`config.mk`:
```
export PLATFORM = sky130hd
export DESIGN_NAME = ro_window_ctrl
export DESIGN_NICKNAME = d
export VERILOG_FILES = /design/src/rtl/ro_window_ctrl.sv
export SDC_FILE = /design/constraint.sdc
export NUM_CORES = 1
export LEC_CHECK = 0
export ABC_AREA = 1
export CELL_PAD_IN_SITES_DETAIL_PLACEMENT = 0
export CELL_PAD_IN_SITES_GLOBAL_PLACEMENT = 1
export CORE_UTILIZATION = 36
export CTS_CLUSTER_SIZE = 40
export DETAILED_ROUTE_END_ITERATION = 10
export GPL_TIMING_DRIVEN = 0
export PLACE_DENSITY_LB_ADDON = 0.1
export SYNTH_ARGS = -nofsm -noshare
export SYNTH_HDL_FRONTEND = slang
export SYNTH_SLANG_ARGS = --single-unit
export TNS_END_PERCENT = 100
```
`constraint.sdc`:
```
create_clock -name i_clk -period 1.7 [get_ports i_clk]
set_input_delay 0.255 -clock i_clk [delete_from_list [all_inputs] [get_ports i_clk]]
set_output_delay 0.255 -clock i_clk [all_outputs]
set_load 0.1 [all_outputs]
```
`src/rtl/ro_window_ctrl.sv`:
```
// ro_window_ctrl: measurement-window controller for an external WIDTH-bit up counter.
// Synchronises a ring-oscillator input, gates its rising edges into the counter for a
// programmed number of clk cycles, then returns the captured count over valid/ready.
// Optional feature macro: RO_WINDOW_OVF_EN (sticky counter-wrap flag reported as o_result_ovf).
module ro_window_ctrl #(
  parameter int unsigned WIDTH       = 8,
  parameter int unsigned WIN_W       = 16,
  parameter int unsigned SYNC_STAGES = 2
) (
  input  logic             i_clk,
  input  logic             i_reset,
  input  logic             i_start,
  input  logic [WIDTH-1:0] i_start_val,
  input  logic [WIN_W-1:0] i_window_len,
  input  logic             i_ro_in,
  output logic [WIDTH-1:0] o_cnt_start,
  output logic             o_cnt_reset,
  output logic             o_cnt_enable,
  input  logic [WIDTH-1:0] i_cnt_value,
  output logic             o_busy,
  output logic             o_result_valid,
  input  logic             i_result_ready,
  output logic [WIDTH-1:0] o_result_count,
  output logic [WIDTH-1:0] o_result_delta,
  output logic             o_result_ovf
);

  typedef enum logic [2:0] {
    S_IDLE   = 3'd0,
    S_LOAD   = 3'd1,
    S_COUNT  = 3'd2,
    S_SETTLE = 3'd3,
    S_DONE   = 3'd4
  } state_t;

  state_t                 r_state;
  state_t                 w_state_nxt;
  logic [SYNC_STAGES-1:0] r_sync;
  logic                   r_sync_d;
  logic                   w_edge_p;
  logic [WIN_W-1:0]       r_win_cnt;
  logic [WIN_W-1:0]       w_win_cnt_nxt;
  logic                   r_settle;
  logic                   w_settle_nxt;
  logic [WIDTH-1:0]       r_cnt_start;
  logic [WIDTH-1:0]       w_cnt_start_nxt;
  logic                   r_cnt_reset;
  logic                   w_cnt_reset_nxt;
  logic                   r_cnt_enable;
  logic                   w_cnt_enable_nxt;
  logic                   r_busy;
  logic                   w_busy_nxt;
  logic                   r_valid;
  logic                   w_valid_nxt;
  logic [WIDTH-1:0]       r_count;
  logic [WIDTH-1:0]       w_count_nxt;
  logic [WIDTH-1:0]       r_delta;
  logic [WIDTH-1:0]       w_delta_nxt;
  logic                   w_capture;

  // Synchroniser chain plus one delay flop for rising-edge detection
  always_ff @(posedge i_clk or negedge i_reset) begin
    if (!i_reset) begin
      r_sync   <= '0;
      r_sync_d <= 1'b0;
    end else begin
      r_sync   <= {r_sync[SYNC_STAGES-2:0], i_ro_in};
      r_sync_d <= r_sync[SYNC_STAGES-1];
    end
  end

  assign w_edge_p = r_sync[SYNC_STAGES-1] & ~r_sync_d;

  // Result fields are captured on the final SETTLE cycle
  assign w_capture = (r_state == S_SETTLE) && r_settle;

  // State and registered-output update
  always_ff @(posedge i_clk or negedge i_reset) begin
    if (!i_reset) begin
      r_state      <= S_IDLE;
      r_win_cnt    <= '0;
      r_settle     <= 1'b0;
      r_cnt_start  <= '0;
      r_cnt_reset  <= 1'b1;
      r_cnt_enable <= 1'b0;
      r_busy       <= 1'b0;
      r_valid      <= 1'b0;
      r_count      <= '0;
      r_delta      <= '0;
    end else begin
      r_state      <= w_state_nxt;
      r_win_cnt    <= w_win_cnt_nxt;
      r_settle     <= w_settle_nxt;
      r_cnt_start  <= w_cnt_start_nxt;
      r_cnt_reset  <= w_cnt_reset_nxt;
      r_cnt_enable <= w_cnt_enable_nxt;
      r_busy       <= w_busy_nxt;
      r_valid      <= w_valid_nxt;
      r_count      <= w_count_nxt;
      r_delta      <= w_delta_nxt;
    end
  end

  // Next-state and next-output decode; outputs are registered so they follow next state
  always_comb begin
    w_state_nxt      = r_state;
    w_win_cnt_nxt    = r_win_cnt;
    w_settle_nxt     = r_settle;
    w_cnt_start_nxt  = r_cnt_start;
    w_cnt_reset_nxt  = 1'b0;
    w_cnt_enable_nxt = 1'b0;
    w_valid_nxt      = r_valid;
    w_count_nxt      = r_count;
    w_delta_nxt      = r_delta;

    unique case (r_state)
      S_IDLE: begin
        if (i_start) begin
          w_cnt_start_nxt = i_start_val;
          w_win_cnt_nxt   = i_window_len;
          w_cnt_reset_nxt = 1'b1;
          w_state_nxt     = S_LOAD;
        end
      end
      S_LOAD: begin
        w_settle_nxt = 1'b0;
        w_state_nxt  = (r_win_cnt == '0) ? S_SETTLE : S_COUNT;
      end
      S_COUNT: begin
        w_cnt_enable_nxt = w_edge_p;
        w_win_cnt_nxt    = r_win_cnt - WIN_W'(1);
        if (r_win_cnt == WIN_W'(1)) begin
          w_state_nxt = S_SETTLE;
        end
      end
      S_SETTLE: begin
        if (r_settle) begin
          w_settle_nxt = 1'b0;
          w_count_nxt  = i_cnt_value;
          w_delta_nxt  = i_cnt_value - r_cnt_start;
          w_valid_nxt  = 1'b1;
          w_state_nxt  = S_DONE;
        end else begin
          w_settle_nxt = 1'b1;
        end
      end
      S_DONE: begin
        if (i_result_ready) begin
          w_valid_nxt = 1'b0;
          w_state_nxt = S_IDLE;
        end
      end
      default: begin
        w_state_nxt = S_IDLE;
      end
    endcase

    w_busy_nxt = (w_state_nxt != S_IDLE);
  end

`ifdef RO_WINDOW_OVF_EN
  logic r_ovf;
  logic r_res_ovf;

  // Sticky wrap flag, cleared on LOAD and captured with the other result fields
  always_ff @(posedge i_clk or negedge i_reset) begin
    if (!i_reset) begin
      r_ovf     <= 1'b0;
      r_res_ovf <= 1'b0;
    end else begin
      if (r_state == S_LOAD) begin
        r_ovf <= 1'b0;
      end else if (r_cnt_enable && (i_cnt_value == '1)) begin
        r_ovf <= 1'b1;
      end
      if (w_capture) begin
        r_res_ovf <= r_ovf;
      end
    end
  end

  assign o_result_ovf = r_res_ovf;
`else
  logic w_capture_unused;

  assign w_capture_unused = w_capture;
  assign o_result_ovf     = 1'b0;
`endif

  assign o_cnt_start    = r_cnt_start;
  assign o_cnt_reset    = r_cnt_reset;
  assign o_cnt_enable   = r_cnt_enable;
  assign o_busy         = r_busy;
  assign o_result_valid = r_valid;
  assign o_result_count = r_count;
  assign o_result_delta = r_delta;

endmodule

```
==> flow_metrics.env, run 1 <==
export IMPL_io_pins=66
export IMPL_synth_warnings=0
export IMPL_fin_crit_ps=1620
export IMPL_status="finished with violations"
export IMPL_insertion_delay_ps=300
export IMPL_port_buffers=64
export IMPL_area_growth_pct=34.1
export IMPL_std_cell_rows=31
export IMPL_rsz0062_at_grt="true"
export IMPL_clock_fmax_ghz=0.618
export IMPL_tightest_slew_ps=692
export IMPL_clkSinkCount=51
export IMPL_syn_area_per_cell_um2=7.83
export IMPL_synth_edf_count=0
export IMPL_setup_viol=0
export IMPL_path_class="reg -> out"
export IMPL_track_usage=0.180
export IMPL_place_congestion=0.903
export IMPL_arrival_ps=1360
export IMPL_initial_core_util=0.379
export IMPL_post_route_period_util=0.951
export IMPL_grt_overflow=0
export IMPL_hp_class="in -> async"
export IMPL_synth_area_um2=2800
export IMPL_r2r_end="o_result_delta[6]"
export IMPL_synth_fp_nets=405
export IMPL_first_pass_iters=5
export IMPL_core_area_um2=7370
export IMPL_die_area_um2=8120
export IMPL_violations="hold timing"
export IMPL_synthCells=357
export IMPL_max_cap_violations=0
export IMPL_synth_cell_type_count=33
export IMPL_via_per_inst=4.75
export IMPL_clockBufferDepth=2
export IMPL_critPathMaxFanout=1
export IMPL_drive_gt1_frac=0.172
export IMPL_numCtsBuffers=5
export IMPL_reg2reg_slack_ps=100
export IMPL_final_max_slew_viol_count=0
export IMPL_max_stage_delay_ps=540
export IMPL_htreeDepth=2
export IMPL_cp_end_kind="primary output"
export IMPL_multi_input_area_um2=1310
export IMPL_seq_area_frac_synth=0.457
export IMPL_postCtsSetupBuffers=0
export IMPL_hold_ws_ps=-18.4
export IMPL_cp_num_buf_inv=1
export IMPL_finalHoldViolations=27
export IMPL_nFillCells=739
export IMPL_seq_area_um2=1300
export IMPL_die_w_um=90.1
export IMPL_drtIter0Drc=139
export IMPL_routed_wl_um=6930
export IMPL_final_net_count=477
export IMPL_antenna_found_initial=0
export IMPL_synthArstFlopShare=1.00
export IMPL_final_cell_mix="nand2_1, dfrtp_1, inv_1"
export IMPL_critPathSlowestCell="clkdlybuf4s15_2"
export IMPL_antenna_cells=0
export IMPL_grt_first_pass_wirelength_um=11700
export IMPL_path_clk_slew_ps=100
export IMPL_synth_seq_cells=51
export IMPL_start_kind="flop"
export IMPL_route_detailed_drc=0
export IMPL_r2r_start="o_cnt_start[0]"
export IMPL_grt_pass1_vias=2341
export IMPL_grt_max_degree=29
export IMPL_place_hpwl_um=5210
export IMPL_required_ps=1440
export IMPL_vias=2511
export IMPL_skew_ps=6.46
export IMPL_slew_headroom=0.538
export IMPL_synth_main_ff_cell="dfrtp_1"
export IMPL_ant_nets=0
export IMPL_postCtsHoldBufs=0
export IMPL_cp_cell_sequence="clkdlybuf4s15_2"
export IMPL_cts_tree="done"
export IMPL_reg2reg_depth=8
export IMPL_die_h_um=90.1
export IMPL_cts_root_buf="clkbuf_8"
export IMPL_worst_path_dominant_cell_family="buffers and inverters"
export IMPL_wire_per_inst_um=13.1
export IMPL_layout_commonest_cell="nand2_1"
cell families (layout without fill, tap and decap cells):
logic type                 after synthesis  in the layout  synth area share
AOI/OAI and AO/OA                       39             39            0.0859
xor gates and xnor gates                 7              7            0.0219
adders and majority gates               11             11            0.0519
buffers and inverters                   51            124            0.0801
DFF                                     51             51             0.457
other                                    1              1           0.00134
and+or+nand+nor                        197            197             0.302
through the flow:
step                 util  TNS (ps)  cell area, um2  setup WS (ps)  cells
floorplan               -     -35.2            2830          -35.2    357
global placement    0.488    -68920            3590          -1650    520
detailed placement  0.490     -1890            3610           -284    521
CTS                 0.509         0            3750           28.4    529
global route        0.509     -2.61            3750          -2.61    529
finish              0.509         0            3750           83.1    529
flip-flops by register name, indices dropped and copies added, names as in the netlist, 2 cells and up:
signal	cells
r_win_cnt	16
o_cnt_start	8
o_result_count	8
o_result_delta	8
r_state	3
r_sync	2
cells in the mapped netlist, types with 4 or more instances:
cell type  instances  area (um2)
nand2_1          125         469
dfrtp_1           50        1250
inv_1             38         143
nor2_1            29         109
nand3_1           28         140
o21ai_0           11        55.1
ha_1              10         125
a21oi_1            9        45.0
o21ai_2            6        52.6
xor2_1             6        52.6
inv_2              5        18.8
buf_4              4        30.0
nor3_1             4        20.0
o21a_1             4        30.0
area by class of cell:
cell class	count	share of cell area
multi-input combinational	255	0.349
sequential	51	0.346
clock buffer	7	0.0257
buffer	7	0.0153
inverter	44	0.0444
timing repair buffer	65	0.184
clock inverter	1	0.00200
tap	99	0.0330
per-layer routing:
metal / track usage / up-vias / wire [um]
li1: - / 1266 / -
met1: 0.273 / 1177 / 3630
met2: 0.265 / 62 / 2940
met3: 0.0347 / 6 / 302
met4: 0.0323 / 0 / 55
met5: 0 / - / 0
worst max-delay path by stage:
stage,start,to,slack [ps],cells past startpoint
5_1_grt,o_cnt_start[0],o_result_delta[6],-3,8
3_3_place_gp,i_reset,o_cnt_start[4],-1650,1
4_1_cts,o_cnt_start[0],o_result_delta[6],30,8
6_report,o_cnt_reset,o_cnt_reset,80,1
3_5_place_dp,i_cnt_value[0],o_result_delta[6],-280,10
2_1_floorplan,o_cnt_start[0],o_result_delta[6],-40,8
repair_timing:
item	in CTS	in global routing
gates resized for setup	84	2
setup endpoints to repair	28	4
cloned	0	0
Power of run 1 is not shown: default switching activity piles up to over one toggle a cycle in this logic, so the estimate is an artifact.
==> inputs of run 2 (changes only) <==
CORE_MARGIN = 2   (was unset)
==> run 2 against run 1 <==
The flow now finishes without violations. Utilization decreased by 1.5 points. Register-to-register slack hardly changed. Fmax is 1.7% lower. Non-clock buffer count up 1. First-iteration DRC count decreased by 24%. Final cell count is 0.76% higher. Critical path depth stayed put. Critical path type unchanged. Critical endpoint unchanged. Highest routed layer unchanged.
==> flow_metrics.env, run 2 (synthesized netlist as in run 1, its figures left out) <==
export IMPL_max_cap_violations=0
export IMPL_drive_gt1_frac=0.179
export IMPL_clockBufferDepth=2
export IMPL_post_route_period_util=0.968
export IMPL_status="finished clean"
export IMPL_first_pass_iters=4
export IMPL_cts_tree="done"
export IMPL_setup_viol=0
export IMPL_path_class="reg -> out"
export IMPL_rsz0062_at_grt="true"
export IMPL_area_growth_pct=34.4
export IMPL_cp_end_kind="primary output"
export IMPL_antenna_cells=0
export IMPL_final_area_um2=3760
export IMPL_wire_per_inst_um=13.1
export IMPL_path_clk_slew_ps=100
export IMPL_final_max_slew_viol_count=0
export IMPL_layout_commonest_cell="nand2_1"
export IMPL_required_ps=1440
export IMPL_top_register="r_win_cnt"
export IMPL_clock_fmax_ghz=0.608
export IMPL_postCtsSetupBuffers=0
export IMPL_fin_crit_ps=1640
export IMPL_drtIter0Drc=106
export IMPL_slew_headroom=0.603
export IMPL_critPathMaxFanout=1
export IMPL_arrival_ps=1390
export IMPL_start_kind="flop"
export IMPL_cts_root_buf="clkbuf_8"
export IMPL_largest_reg_flops=16
export IMPL_worst_path_dominant_cell_family="buffers and inverters"
export IMPL_via_per_inst=4.65
export IMPL_die_area_um2=8490
export IMPL_place_congestion=0.812
export IMPL_critPathSlowestCell="clkdlybuf4s15_2"
export IMPL_place_hpwl_um=5310
export IMPL_routed_wl_um=6970
export IMPL_grt_first_pass_wirelength_um=11900
export IMPL_grt_overflow=0
export IMPL_antenna_found_initial=0
export IMPL_track_usage=0.176
export IMPL_vias=2481
export IMPL_route_detailed_drc=0
export IMPL_die_h_um=92.1
export IMPL_max_stage_delay_ps=550
export IMPL_placed_area_um2=3610
export IMPL_insertion_delay_ps=310
export IMPL_htreeDepth=2
export IMPL_cp_num_buf_inv=1
export IMPL_clkSinkCount=51
export IMPL_numCtsBuffers=5
export IMPL_skew_ps=8.13
export IMPL_std_cell_rows=32
export IMPL_io_pins=66
export IMPL_cp_cell_sequence="clkdlybuf4s15_2"
export IMPL_finalHoldViolations=0
export IMPL_final_net_count=478
export IMPL_core_area_um2=7610
export IMPL_hp_class="reg -> reg"
export IMPL_tightest_slew_ps=596
export IMPL_grt_pass1_vias=2472
export IMPL_die_w_um=92.1
export IMPL_initial_core_util=0.368
export IMPL_ant_nets=0
export IMPL_final_cell_mix="nand2_1, dfrtp_1, inv_1"
export IMPL_port_buffers=64
export IMPL_grt_max_degree=29
-- run 2: final timing paths --
| kind | slack [ps] | from | cells after the start | end |
|---|---|---|---|---|
| worst max-delay path | 60 | o_cnt_reset | 1 | o_cnt_reset |
| worst min-delay path | 370 | r_sync[0] | 0 | r_sync[1] |
| worst max register to register | 100 | o_cnt_start[0] | 8 | o_result_delta[6] |
| worst min register to register | 370 | r_sync[0] | 0 | r_sync[1] |
| max in group asynchronous | 610 | i_reset | 3 | o_cnt_reset |
| min in group asynchronous | 470 | i_reset | 2 | r_win_cnt[14] |
-- run 2: final cells by class --
class,count,area [um2]
fill,780,3850
multi-input combinational,255,1320
sequential,51,1300
timing repair buffer,66,701
inverter,44,166
tap,102,128
clock buffer,6,72.6
buffer,7,57.6
clock inverter,2,12.5
-- run 2: worst reg2reg max path, delay by kind of cell (launching register included) --
| family | cells | cell delay (ps) |
|---|---|---|
| buffers and inverters | 1 | 70 |
| adder cells (fa/ha/maj) | 2 | 540 |
| AND/OR/NAND/NOR | 5 | 370 |
| flip-flops | 1 | 510 |
-- run 2: repair_timing --
item / CTS / global route
setup endpoints to repair: 28 / 4
hold buffers: 1 / 0
gates resized for setup: 84 / 6
endpoints found under the hold margin: 23 / 0
-- run 2: per-layer routing --
layer / share of wire / track usage / vias to the layer above / wire, um
met5: 0 / 0 / - / 0
met4: 0.012 / 0.0498 / 0 / 86
met3: 0.040 / 0.0320 / 7 / 276
met2: 0.44 / 0.265 / 54 / 3050
met1: 0.51 / 0.260 / 1142 / 3550
li1: - / - / 1278 / -
-- run 2: stage by stage --
step / setup TNS (ps) / instances / hold slack [ps] / utilization / worst slack, ps
finish: 0 / 533 / 365 / 0.494 / 55.2
global route: -24.2 / 533 / 377 / 0.494 / -24.2
CTS: 0 / 533 / 369 / 0.492 / 7.49
detailed placement: -1780 / 524 / 299 / 0.475 / -268
global placement: -68270 / 523 / 346 / 0.473 / -1640
floorplan: -35.2 / 357 / -40.6 / - / -35.2
Power of run 2 is left out for the same reason.
